$ cat src/rtl/bcx_result_pkg.sv
// ----------------------------------------------------------------------------
// bcx_result_pkg
// Shared types and constants for the nonce result reporter.
//   SYNC_BYTE      first byte of every record, lets the host re-align
//   RECORD_BYTES   bytes per serialized record (sync, tag, 4 nonce bytes)
//   nonce_record_t one buffered result: block tag plus golden nonce
//   reporter_state_t serializer FSM states
//   record_byte()  selects byte idx of a record in wire order
// ----------------------------------------------------------------------------
package bcx_result_pkg;

    localparam logic [7:0] SYNC_BYTE    = 8'hA5;
    localparam int         RECORD_BYTES = 6;

    typedef struct packed {
        logic [7:0]  tag;
        logic [31:0] nonce;
    } nonce_record_t;

    typedef enum logic {
        IDLE,
        SEND
    } reporter_state_t;

    // Wire order: sync, tag, then the nonce most-significant byte first.
    function automatic logic [7:0] record_byte(input nonce_record_t rec,
                                               input logic [2:0]    idx);
        logic [7:0] b;
        case (idx)
            3'd0:    b = SYNC_BYTE;
            3'd1:    b = rec.tag;
            3'd2:    b = rec.nonce[31:24];
            3'd3:    b = rec.nonce[23:16];
            3'd4:    b = rec.nonce[15:8];
            3'd5:    b = rec.nonce[7:0];
            default: b = 8'h00;
        endcase
        return b;
    endfunction

endpackage

$ cat src/rtl/nonce_result_reporter_if.sv
// ----------------------------------------------------------------------------
// nonce_result_reporter_if
// Valid/ready byte stream from the reporter to the host link.
//   byte_o        record byte (driven by the reporter)
//   byte_valid_o  byte_o is valid (driven by the reporter)
//   byte_ready_i  sink accepts the byte (driven by the host link)
// master = reporter side, slave = host link side.
// ----------------------------------------------------------------------------
interface nonce_result_reporter_if;

    logic [7:0] byte_o;
    logic       byte_valid_o;
    logic       byte_ready_i;

    modport master (
        output byte_o,
        output byte_valid_o,
        input  byte_ready_i
    );

    modport slave (
        input  byte_o,
        input  byte_valid_o,
        output byte_ready_i
    );

endinterface

$ cat src/rtl/result_fifo.sv
// ----------------------------------------------------------------------------
// result_fifo
// Small synchronous FIFO for tagged nonce records.
//   clk, rst       clock, asynchronous active-low reset
//   push_i/push_data_i  write request and data
//   pop_i/pop_data_o    read request; pop_data_o shows the head entry
//   full_o, empty_o     status
//   count_o             registered number of held entries
// A push on a full FIFO succeeds only when a pop happens in the same cycle;
// otherwise it is ignored and the caller is expected to flag the drop.
// DEPTH must be a power of 2 and >= 2 so the pointers wrap naturally.
// ----------------------------------------------------------------------------
module result_fifo #(
    parameter int  DEPTH = 4,
    parameter type T     = logic [39:0]
) (
    input  logic                   clk,
    input  logic                   rst,
    input  logic                   push_i,
    input  T                       push_data_i,
    input  logic                   pop_i,
    output T                       pop_data_o,
    output logic                   full_o,
    output logic                   empty_o,
    output logic [$clog2(DEPTH):0] count_o
);

    localparam int AW = $clog2(DEPTH);

    T              mem_q [DEPTH];
    logic [AW-1:0] wr_ptr_q, wr_ptr_d;
    logic [AW-1:0] rd_ptr_q, rd_ptr_d;
    logic [AW:0]   count_q,  count_d;
    logic          push_ok;
    logic          pop_ok;

    assign empty_o    = (count_q == '0);
    assign full_o     = (count_q == (AW+1)'(DEPTH));
    assign pop_ok     = pop_i && !empty_o;
    // The slot freed by a same-cycle pop makes room for the push.
    assign push_ok    = push_i && (!full_o || pop_ok);
    assign pop_data_o = mem_q[rd_ptr_q];
    assign count_o    = count_q;

    // NOTE: every variable written here gets a default first, so no path
    // leaves it unassigned and no latch is inferred.
    always_comb begin
        wr_ptr_d = wr_ptr_q;
        rd_ptr_d = rd_ptr_q;
        count_d  = count_q;
        if (push_ok) wr_ptr_d = wr_ptr_q + AW'(1);
        if (pop_ok)  rd_ptr_d = rd_ptr_q + AW'(1);
        case ({push_ok, pop_ok})
            2'b10:   count_d = count_q + (AW+1)'(1);
            2'b01:   count_d = count_q - (AW+1)'(1);
            default: count_d = count_q;
        endcase
    end

    // NOTE: sequential state is updated with non-blocking assignments only,
    // so every register samples the pre-edge values of the others.
    always_ff @(posedge clk or negedge rst) begin
        if (!rst) begin
            wr_ptr_q <= '0;
            rd_ptr_q <= '0;
            count_q  <= '0;
        end else begin
            wr_ptr_q <= wr_ptr_d;
            rd_ptr_q <= rd_ptr_d;
            count_q  <= count_d;
        end
    end

    // NOTE: the storage array has no reset; the pointers and count decide
    // which entries are meaningful, so resetting it would only cost logic.
    always_ff @(posedge clk) begin
        if (push_ok) mem_q[wr_ptr_q] <= push_data_i;
    end

endmodule

$ cat src/rtl/nonce_result_reporter.sv
// ----------------------------------------------------------------------------
// nonce_result_reporter
// Captures golden nonces from the decoder, tags each with the current block
// ID, buffers them and serializes every record as 6 bytes on a valid/ready
// byte stream toward the host link.
//   clk, rst      clock, asynchronous active-low reset
//   newblock_i    new-block pulse; advances the block tag
//   valid_i       decoder result valid
//   success_i     decoder result is a golden nonce
//   nonce_i       decoder nonce
//   bs            byte stream (byte_o, byte_valid_o, byte_ready_i)
//   pending_o     records waiting in the FIFO (record in flight excluded)
//   overflow_o    sticky drop flag, cleared by newblock_i
// Record: A5, tag, nonce[31:24], nonce[23:16], nonce[15:8], nonce[7:0].
// ----------------------------------------------------------------------------
module nonce_result_reporter
    import bcx_result_pkg::*;
#(
    parameter int FIFO_DEPTH = 4,
    parameter int TAG_W      = 8
) (
    input  logic                        clk,
    input  logic                        rst,
    input  logic                        newblock_i,
    input  logic                        valid_i,
    input  logic                        success_i,
    input  logic [31:0]                 nonce_i,
    nonce_result_reporter_if.master     bs,
    output logic [$clog2(FIFO_DEPTH):0] pending_o,
    output logic                        overflow_o
);

    // Block tag and sticky overflow flag
    logic [TAG_W-1:0] tag_q, tag_d;
    logic             overflow_q, overflow_d;

    // Serializer
    reporter_state_t  state_q, state_d;
    logic [2:0]       idx_q, idx_d;
    nonce_record_t    rec_q, rec_d;

    // FIFO hookup
    nonce_record_t              push_rec;
    nonce_record_t              head_rec;
    logic                       capture;
    logic                       fifo_pop;
    logic                       fifo_full;
    logic                       fifo_empty;
    logic [$clog2(FIFO_DEPTH):0] fifo_count;
    logic                       drop;
    logic                       handshake;
    logic                       last_byte;

    assign capture = valid_i && success_i;
    // tag_q is the pre-increment value, so a capture on a newblock edge
    // still belongs to the block that just ended.
    assign push_rec = '{tag: tag_q, nonce: nonce_i};
    assign drop     = capture && fifo_full && !fifo_pop;

    result_fifo #(
        .DEPTH (FIFO_DEPTH),
        .T     (nonce_record_t)
    ) u_fifo (
        .clk         (clk),
        .rst         (rst),
        .push_i      (capture),
        .push_data_i (push_rec),
        .pop_i       (fifo_pop),
        .pop_data_o  (head_rec),
        .full_o      (fifo_full),
        .empty_o     (fifo_empty),
        .count_o     (fifo_count)
    );

    // Tag wraps mod 2^TAG_W; a drop on the clearing edge wins over the clear.
    always_comb begin
        tag_d      = newblock_i ? tag_q + TAG_W'(1) : tag_q;
        overflow_d = overflow_q;
        if (drop)            overflow_d = 1'b1;
        else if (newblock_i) overflow_d = 1'b0;
    end

    assign handshake = (state_q == SEND) && bs.byte_ready_i;
    assign last_byte = (idx_q == 3'(RECORD_BYTES - 1));

    always_comb begin
        state_d  = state_q;
        idx_d    = idx_q;
        rec_d    = rec_q;
        fifo_pop = 1'b0;
        case (state_q)
            IDLE: begin
                if (!fifo_empty) begin
                    fifo_pop = 1'b1;
                    rec_d    = head_rec;
                    idx_d    = '0;
                    state_d  = SEND;
                end
            end
            SEND: begin
                if (handshake) begin
                    if (last_byte) begin
                        idx_d = '0;
                        // Reload straight from the FIFO so records stream
                        // without an idle cycle between them.
                        if (!fifo_empty) begin
                            fifo_pop = 1'b1;
                            rec_d    = head_rec;
                        end else begin
                            state_d = IDLE;
                        end
                    end else begin
                        idx_d = idx_q + 3'd1;
                    end
                end
            end
            default: state_d = IDLE;
        endcase
    end

    always_ff @(posedge clk or negedge rst) begin
        if (!rst) begin
            tag_q      <= '0;
            overflow_q <= 1'b0;
            state_q    <= IDLE;
            idx_q      <= '0;
            rec_q      <= '0;
        end else begin
            tag_q      <= tag_d;
            overflow_q <= overflow_d;
            state_q    <= state_d;
            idx_q      <= idx_d;
            rec_q      <= rec_d;
        end
    end

    // Outputs decode registered state only, so byte_ready_i never reaches
    // byte_valid_o combinationally and reset clears them immediately.
    assign bs.byte_valid_o = (state_q == SEND);
    assign bs.byte_o       = (state_q == SEND) ? record_byte(rec_q, idx_q) : 8'h00;
    assign pending_o       = fifo_count;
    assign overflow_o      = overflow_q;

endmodule
$ cat src/flat_wrapper.sv
// flat-port wrapper written by rule: the top's interface ports become plain ports
module nonce_result_reporter_flat import bcx_result_pkg::*;
#(
    parameter int FIFO_DEPTH = 4,
    parameter int TAG_W      = 8
)
  (clk, rst, newblock_i, valid_i, success_i, nonce_i, pending_o, overflow_o, bs_byte_o, bs_byte_valid_o, bs_byte_ready_i);
  nonce_result_reporter_if bs_i ();
  input  logic clk;
  input  logic rst;
  input  logic newblock_i;
  input  logic valid_i;
  input  logic success_i;
  input  logic [31:0] nonce_i;
  output logic [$clog2(FIFO_DEPTH):0] pending_o;
  output logic overflow_o;
  output wire logic [$bits(bs_i.byte_o)-1:0] bs_byte_o;
  output wire logic [$bits(bs_i.byte_valid_o)-1:0] bs_byte_valid_o;
  input wire logic [$bits(bs_i.byte_ready_i)-1:0] bs_byte_ready_i;
  assign bs_byte_o = bs_i.byte_o;
  assign bs_byte_valid_o = bs_i.byte_valid_o;
  assign bs_i.byte_ready_i = bs_byte_ready_i;
  nonce_result_reporter #(.FIFO_DEPTH(FIFO_DEPTH), .TAG_W(TAG_W)) u_core (.clk(clk), .rst(rst), .newblock_i(newblock_i), .valid_i(valid_i), .success_i(success_i), .nonce_i(nonce_i), .bs(bs_i), .pending_o(pending_o), .overflow_o(overflow_o));
endmodule
$ cat config.mk
export PLATFORM = sky130hd
export DESIGN_NAME = nonce_result_reporter_flat
export DESIGN_NICKNAME = d
export VERILOG_FILES = /design/src/rtl/bcx_result_pkg.sv /design/src/rtl/nonce_result_reporter_if.sv /design/src/rtl/result_fifo.sv /design/src/rtl/nonce_result_reporter.sv /design/src/flat_wrapper.sv
export SDC_FILE = /design/constraint.sdc
export NUM_CORES = 1
export LEC_CHECK = 0
export ABC_CLOCK_PERIOD_IN_PS = 7700
export CAP_MARGIN = 40
export CORE_MARGIN = 3
export CORE_UTILIZATION = 64
export DETAILED_ROUTE_END_ITERATION = 8
export GPL_TIMING_DRIVEN = 0
export PLACE_DENSITY = 0.85
export SYNTH_ARGS = -nofsm -noshare
export SYNTH_HDL_FRONTEND = slang
export SYNTH_HIERARCHICAL = 1
export SYNTH_SLANG_ARGS = --single-unit
$ cat constraint.sdc
create_clock -name clk -period 7.7 [get_ports clk]
set_input_delay 1.54 -clock clk [delete_from_list [all_inputs] [get_ports clk]]
set_output_delay 1.54 -clock clk [all_outputs]
set_load 0.005 [all_outputs]
# After elaboration in Yosys (flattened, before gate mapping)
# Memories as Yosys holds them, arrays and structs flattened.
# Index checks and enable logic that the tools add are counted.
dict set report totals {
  reg_bits 60
  mem_bits_rw 160
  inputBits 38
  output_inout_bits 13
  word_cells 66
  memories 1
}
# name words width read_ports rd_clocked_by_memory_dff wr line
set mem_list {}
lappend mem_list {u_core.u_fifo.mem_q 4 40 1 0 1 result_fifo.sv:30} ;# T mem_q [DEPTH];
dict set report op_classes {
  addsub 6
  eq_ne 11
  muxes 22
  bitwise 1
  n_reduce_logical 16
}
# op count
set op_table {}
lappend op_table {{$mux 40} 3}
lappend op_table {{$pmux 40 s2} 1}
lappend op_table {{$pmux 8 s6} 1}
lappend op_table {{$pmux 3 s2} 2}
lappend op_table {{$eq 3x3->1 const B} 3}
lappend op_table {{$mux 1} 9}
lappend op_table {{$mux 3} 3}
lappend op_table {{$add 8x1->8 const B} 1}
lappend op_table {{$mux 8} 1}
lappend op_table {{$add 3x1->3 const B} 2}
lappend op_table {{$eq 3x2->1 const B} 2}
lappend op_table {{$logic_and 1x1->1} 6}
lappend op_table {{$logic_not 3->1} 2}
lappend op_table {{$ne 2x2->1 const B} 3}
lappend op_table {{$add 2x1->2 const B} 2}
lappend op_table {{$pmux 1 s2} 2}
lappend op_table {{$reduce_and 2->1} 2}
lappend op_table {{$reduce_bool 2->1} 2}
lappend op_table {{$eq 3x1->1 const B} 1}
lappend op_table {{$logic_not 1->1} 3}
lappend op_table {{$sub 3x1->3 const B} 1}
lappend op_table {{$eq 2x1->1 const B} 1}
lappend op_table {{$eq 2x2->1 const B} 1}
lappend op_table {{$logic_or 1x1->1} 1}
lappend op_table {{$not 1->1} 1}

# Depth between registers and ports, before layout
dict set report depth {
  word_depth 10
  depth_mapped 11
  depth_no_buf 8
}

# Modules after synthesis
# The synthesis kept the hierarchy.
# mod instances cells_per_inst area_per_inst_um2 seq_area_each_um2
set modules_own_cells {}
lappend modules_own_cells {result_fifo 1 265 6314.8 4979.8}
lappend modules_own_cells {nonce_result_reporter 1 199 2541.2 1326.3}

# Worst setup path before layout
# No wires, ideal clock.
dict set report synth_path {
  path_kind {input port to flip-flop}
  from {input port bs_byte_ready_i}
  to {memory u_core/u_fifo/mem_q[0][0] (netlist name), enable pin}
  setup_ps 401
  arrival_ps 3567
  required_time_ps 7299
  slack_ps 3732
  stages 7
  n_path_buf 2
  cell_sequence {nand4b_4 a21oi_4 buf_6 buf_2 inv_1 a31oi_4 and2_1}
}
dict set report synth_between {
  elab_chain_len 8
}
# element line
set synth_rtl {}
lappend synth_rtl {{start: declaration} flat_wrapper.sv:19} ;# input wire logic [$bits(bs_i.byte_ready_i)-1:0] bs_byte_ready_i;
lappend synth_rtl {{$logic_and 1x1->1} nonce_result_reporter.sv:83} ;# assign handshake = (state_q == SEND) && bs.byte_ready_i;
lappend synth_rtl {{$mux 1} nonce_result_reporter.sv:101} ;# if (handshake) begin
lappend synth_rtl {{$pmux 1 s2} nonce_result_reporter.sv:91} ;# case (state_q)
lappend synth_rtl {{named net u_core.fifo_pop} nonce_result_reporter.sv:46} ;# logic fifo_pop;
lappend synth_rtl {{$logic_and 1x1->1} result_fifo.sv:39} ;# assign pop_ok = pop_i && !empty_o;
lappend synth_rtl {{$logic_or 1x1->1} result_fifo.sv:41} ;# assign push_ok = push_i && (!full_o || pop_ok);
lappend synth_rtl {{$logic_and 1x1->1} result_fifo.sv:41}
lappend synth_rtl {{$mux 1} result_fifo.sv:77} ;# if (push_ok) mem_q[wr_ptr_q] <= push_data_i;
lappend synth_rtl {{$mux 1 (implied by the code)} result_fifo.sv:77}
lappend synth_rtl {{end: declaration} result_fifo.sv:30}
# The timed path passes the listed nets, and every way through them passes these cells.

# Final worst setup path
dict set report layout_path {
  from {register u_core.idx_q[0]}
  to {output port bs_byte_o[0]}
}
dict set report layout_between {
  elab_chain_len 3
  elab_cells_between_ends 8
  cone_classes {5 x eq/ne; 2 x mux; 1 x reduce/logical}
}
# element line
set layout_rtl {}
lappend layout_rtl {{start: declaration} nonce_result_reporter.sv:39} ;# logic [2:0] idx_q, idx_d;
lappend layout_rtl {{start signal: assignment} nonce_result_reporter.sv:132} ;# idx_q <= idx_d;
lappend layout_rtl {{$eq 3x3->1, or another cell as far along} bcx_result_pkg.sv:29} ;# case (idx)
lappend layout_rtl {{$pmux 8 s6 *} bcx_result_pkg.sv:29}
lappend layout_rtl {{$mux 8 *} nonce_result_reporter.sv:140} ;# assign bs.byte_o = (state_q == SEND) ? record_byte(rec_q, idx_q) : 8'h00;
lappend layout_rtl {{end: declaration} flat_wrapper.sv:17} ;# output wire logic [$bits(bs_i.byte_o)-1:0] bs_byte_o;
# Every way passes the cells marked *; elsewhere a longest branch is shown, timed or not.

==> results.md <==
- Status: finished clean
- Max Cap Viol: 0
- GP Congestion: between 0.9 and 1
- ANT cells: 0
- CTS resizes: 0
- Drt wl/cell: 23.3 microns
- Initial antenna violation count: 0
- Crit path DAT: 3.12 ns
- Final Cell Area: around 0.010 sq mm
- WHS Endpoint: u_core/rec_q[11]$_DFFE_PN0P_
- Worst R2R Path Depth: 12
- Period Utilization, post-route: between 60% and 70%
- Crit path largest cell delay: around 0.50 ns
- Hold slack: roughly 0.5 ns
- Worst slew pin tran: ~0.61 ns
- Endpoint class of the critical path: primary output
- Starting Density: between 60 and 70%
- Clock latency on the worst-skew pair: around 0.50 ns
- Drt first pass iters: 6
- Die Footprint: between 0.015 and 0.02 sq mm
- Mapped Cells: approximately 460
- Post-DRT Antenna Nets: 0
- Vias in the first global route: 4,792
- Fin worst setup slack: 3.04 ns
- Dominant synthesized flop cell: edfxtp_1
- Reg-to-Reg Start: u_core/u_fifo/count_o[2]$_DFFE_PN0P_
- RSZ-0062 raised after global routing: no
- Max Root-Sink Buffers: 3
- #FFs+latches synth: between 200 and 250
- Pwr dens: 370 mW/mm^2
- Worst relative slew slack: ~59%
- Worst-path maximum fanout: 10
- TritonCTS clock tree: built
- Finished Core Util: about four fifths
- Via total after detailed routing: 4,587
- Synth warn: 6
- Setup WS pre-CTS: about 3.0 ns
- Post-synth EDFFs: 160
- Syn Nets: roughly 510
- Cell Rows: between 40 and 50
- Req. time, crit path: 6.16 ns
- Total setup buffers inserted after CTS: 0
- Largest net degree at the start of global routing: 37
- Inserted Clock Buffers: 22
- Final Slew Violations: 0
- Fill cell count: approximately 670
- DR DRC count: 0
- Final min period: 4.66 ns
- Fmax: 215 MHz
- Dpl hpwl: around 11,000 microns
- Mapped cell area: between 0.008 and 0.009 sq mm
- Ys async rst share: about 27%
- Die Ht: 124 microns
- CTS clk-pin slew, worst paths: ~0.060 ns
- HP Start: u_core/rec_q[11]$_DFFE_PN0P_
- DP Area: between 0.009 and 0.01 sq mm
- Crit-path slowest cell: clkdlybuf4s50_1
- Crit-path leading delay family: buffers and inverters
- Clk root buf: clkbuf_16
- Hold Fails Final Rpt: 0
- Worst path cell trace: buf_6 > buf_2 > and2_1 > ha_1 > clkbuf_1 > nand2b_1 > o21ai_1 > a21oi_1 > clkdlybuf4s50_1
- Worst path bufs/invs: 4
- Seq/Total Area, Yosys: 71.2%
- Overflow after GRT: 0
- Core Box Area: between 0.01 and 0.015 sq mm
- Worst Setup Start Kind: register
- Post-Syn Area per Cell: approximately 19 sq um
- Detail-routed via count per cell: about 6.2
- Hold depth: 1
- CTS sink cnt: between 200 and 250
- Initial DRC Count: 598
- H-tree level count: 1
- First-pass GRT wire length: 26,700 microns
- Distinct cell type count after synthesis: 47
- Die Width: 124 microns
- Tightest Hold Check Type: reg2reg
- Final setup viols: 0
- Layout area overhead: 18.1%
- Layout cells sized above 1: roughly 28%
- Setup TNS: 0 ns
- Leak pwr: 3.78 nW
- VDD IR-drop max: 203 uV
- Worst clock skew: between 0.015 and 0.02 ns
- FF-to-FF setup slack: ~4.4 ns
- WL final: roughly 17,000 microns
- Reg2reg end: u_core/u_fifo/count_o[1]$_DFFE_PN0P_
- Nets: approximately 590
- Type of the worst setup path: reg2out
- Overall routing resource usage: between 20% and 30%
- PortBufs: 49
- Io pins: between 50 and 60
- Hold buffer count at CTS: 0
## cells in the final DEF, fill, tap and decap left out, drive strengths merged, types with 10 or more instances in the layout
master,Yosys,final
buf,20,27
a21oi,10,10
mux4,40,40
inv,10,11
clkbuf,6,36
edfxtp,160,160
clkdlybuf4s50,0,48
and3b,13,13
mux2,48,48
dfrtp,60,60
nand2,11,11
## power breakdown
part           leakage, nW  internal [mW]  switching [mW]
Sequential            2.18           1.54           0.154
Combinational         1.22          0.554           0.493
Clock                0.389          0.701           0.427
Total                 3.78           2.80            1.07
## through the flow
step | power [mW] | instances
5_1_grt | 4.04 | 735
3_3_place_gp | 2.67 | 689
3_5_place_dp | 2.74 | 695
6_report | 3.87 | 735
2_1_floorplan | 2.37 | 464
4_1_cts | 3.89 | 735
## registers in the layout, indices dropped and copies added (netlist names)
signal	count
u_core/u_fifo/count_o	3
u_core/u_fifo/rd_ptr_q	2
u_core/bs.byte_valid_o	1
u_core/tag_q	8
u_core/overflow_o	1
u_core/u_fifo/wr_ptr_q	2
u_core/idx_q	3
u_core/u_fifo/mem_q	160
u_core/rec_q	40
## routing by layer
metal  vias to the layer above  track usage (%)  share of wire [%]  wire length [microns]
met3                        34             3.81                6.6                   1130
li1                       1982                -                  -                      -
met1                      2357             32.3                 39                   6670
met4                         0             6.78                1.9                    330
met5                         -                0                  0                      0
met2                       214             39.3                 52                   8990
## worst max path at each step
stage                                     start                                    to  cells past startpoint
finish              u_core/idx_q[0]$_DFFE_PN0P_                          bs_byte_o[0]                      9
global route        u_core/idx_q[0]$_DFFE_PN0P_                          bs_byte_o[0]                      9
CTS                 u_core/idx_q[0]$_DFFE_PN0P_                          bs_byte_o[0]                      9
detailed placement              bs_byte_ready_i  u_core/u_fifo/count_o[1]$_DFFE_PN0P_                     11
global placement                bs_byte_ready_i  u_core/u_fifo/mem_q[1][15]$_DFFE_PP_                      8
floorplan                       bs_byte_ready_i   u_core/u_fifo/mem_q[0][0]$_DFFE_PP_                      7
## worst register-to-register path: stages (launching register included)
cell      delay, ns
dfrtp_1        0.33
buf_2          0.23
nor3_1         0.10
buf_2          0.19
a21oi_4        0.28
buf_6          0.22
buf_2          0.26
inv_1          0.13
or3_1          0.39
fa_1           0.58
inv_1          0.07
a32oi_1        0.23
o211ai_1       0.12
## layout make-up
class | instances | area, sq um | area share [%]
Timing Repair Buffer | 55 | 591 | 5.65
Clock buffer | 30 | 662 | 6.33
Tap cell | 176 | 220 | 2.11
Buffer | 26 | 188 | 1.79
Multi-Input combinational cell | 208 | 2330 | 22.3
Inverter | 10 | 37.5 | 0.359
Clock inverter | 10 | 124 | 1.18
Sequential cell | 220 | 6310 | 60.3
## cells by family (layout without fill, tap and decap cells)
group / Yosys count / count (layout) / synth area share [%]
buffers and inverters: 36 / 131 / 2.54
AOI/OAI and AO/OA: 37 / 37 / 3.01
and+or+nand+nor: 62 / 62 / 4.46
xor gates and xnor gates: 11 / 11 / 1.09
DFF: 220 / 220 / 71.2
adders and majority gates: 7 / 7 / 1.07
muxes: 91 / 91 / 16.6
## cell usage after synthesis, types with 2 or more instances
master    number  area share [%]
and2_1         6            0.42
a21oi_1        9            0.51
xor2_1         3            0.30
o211ai_1       2            0.17
mux2i_1        3            0.34
o21ai_0        8            0.45
xnor2_1        8            0.79
ha_1           6            0.85
nand2b_1       7            0.49
mux2_2        45             5.7
a222oi_1       4            0.45
nand4_1        5            0.35
dfrtp_1       60              17
mux2_1         3            0.38
buf_2          9            0.51
edfxtp_1     160              54
nor2_1         7            0.30
inv_1         10            0.42
clkbuf_1       6            0.25
nor2b_1        3            0.21
mux4_2        40              10
nand2_1       11            0.47
and3b_1       13             1.3
a22oi_1        4            0.34
buf_6         10             1.3
(Power assumes the default switching activity.)
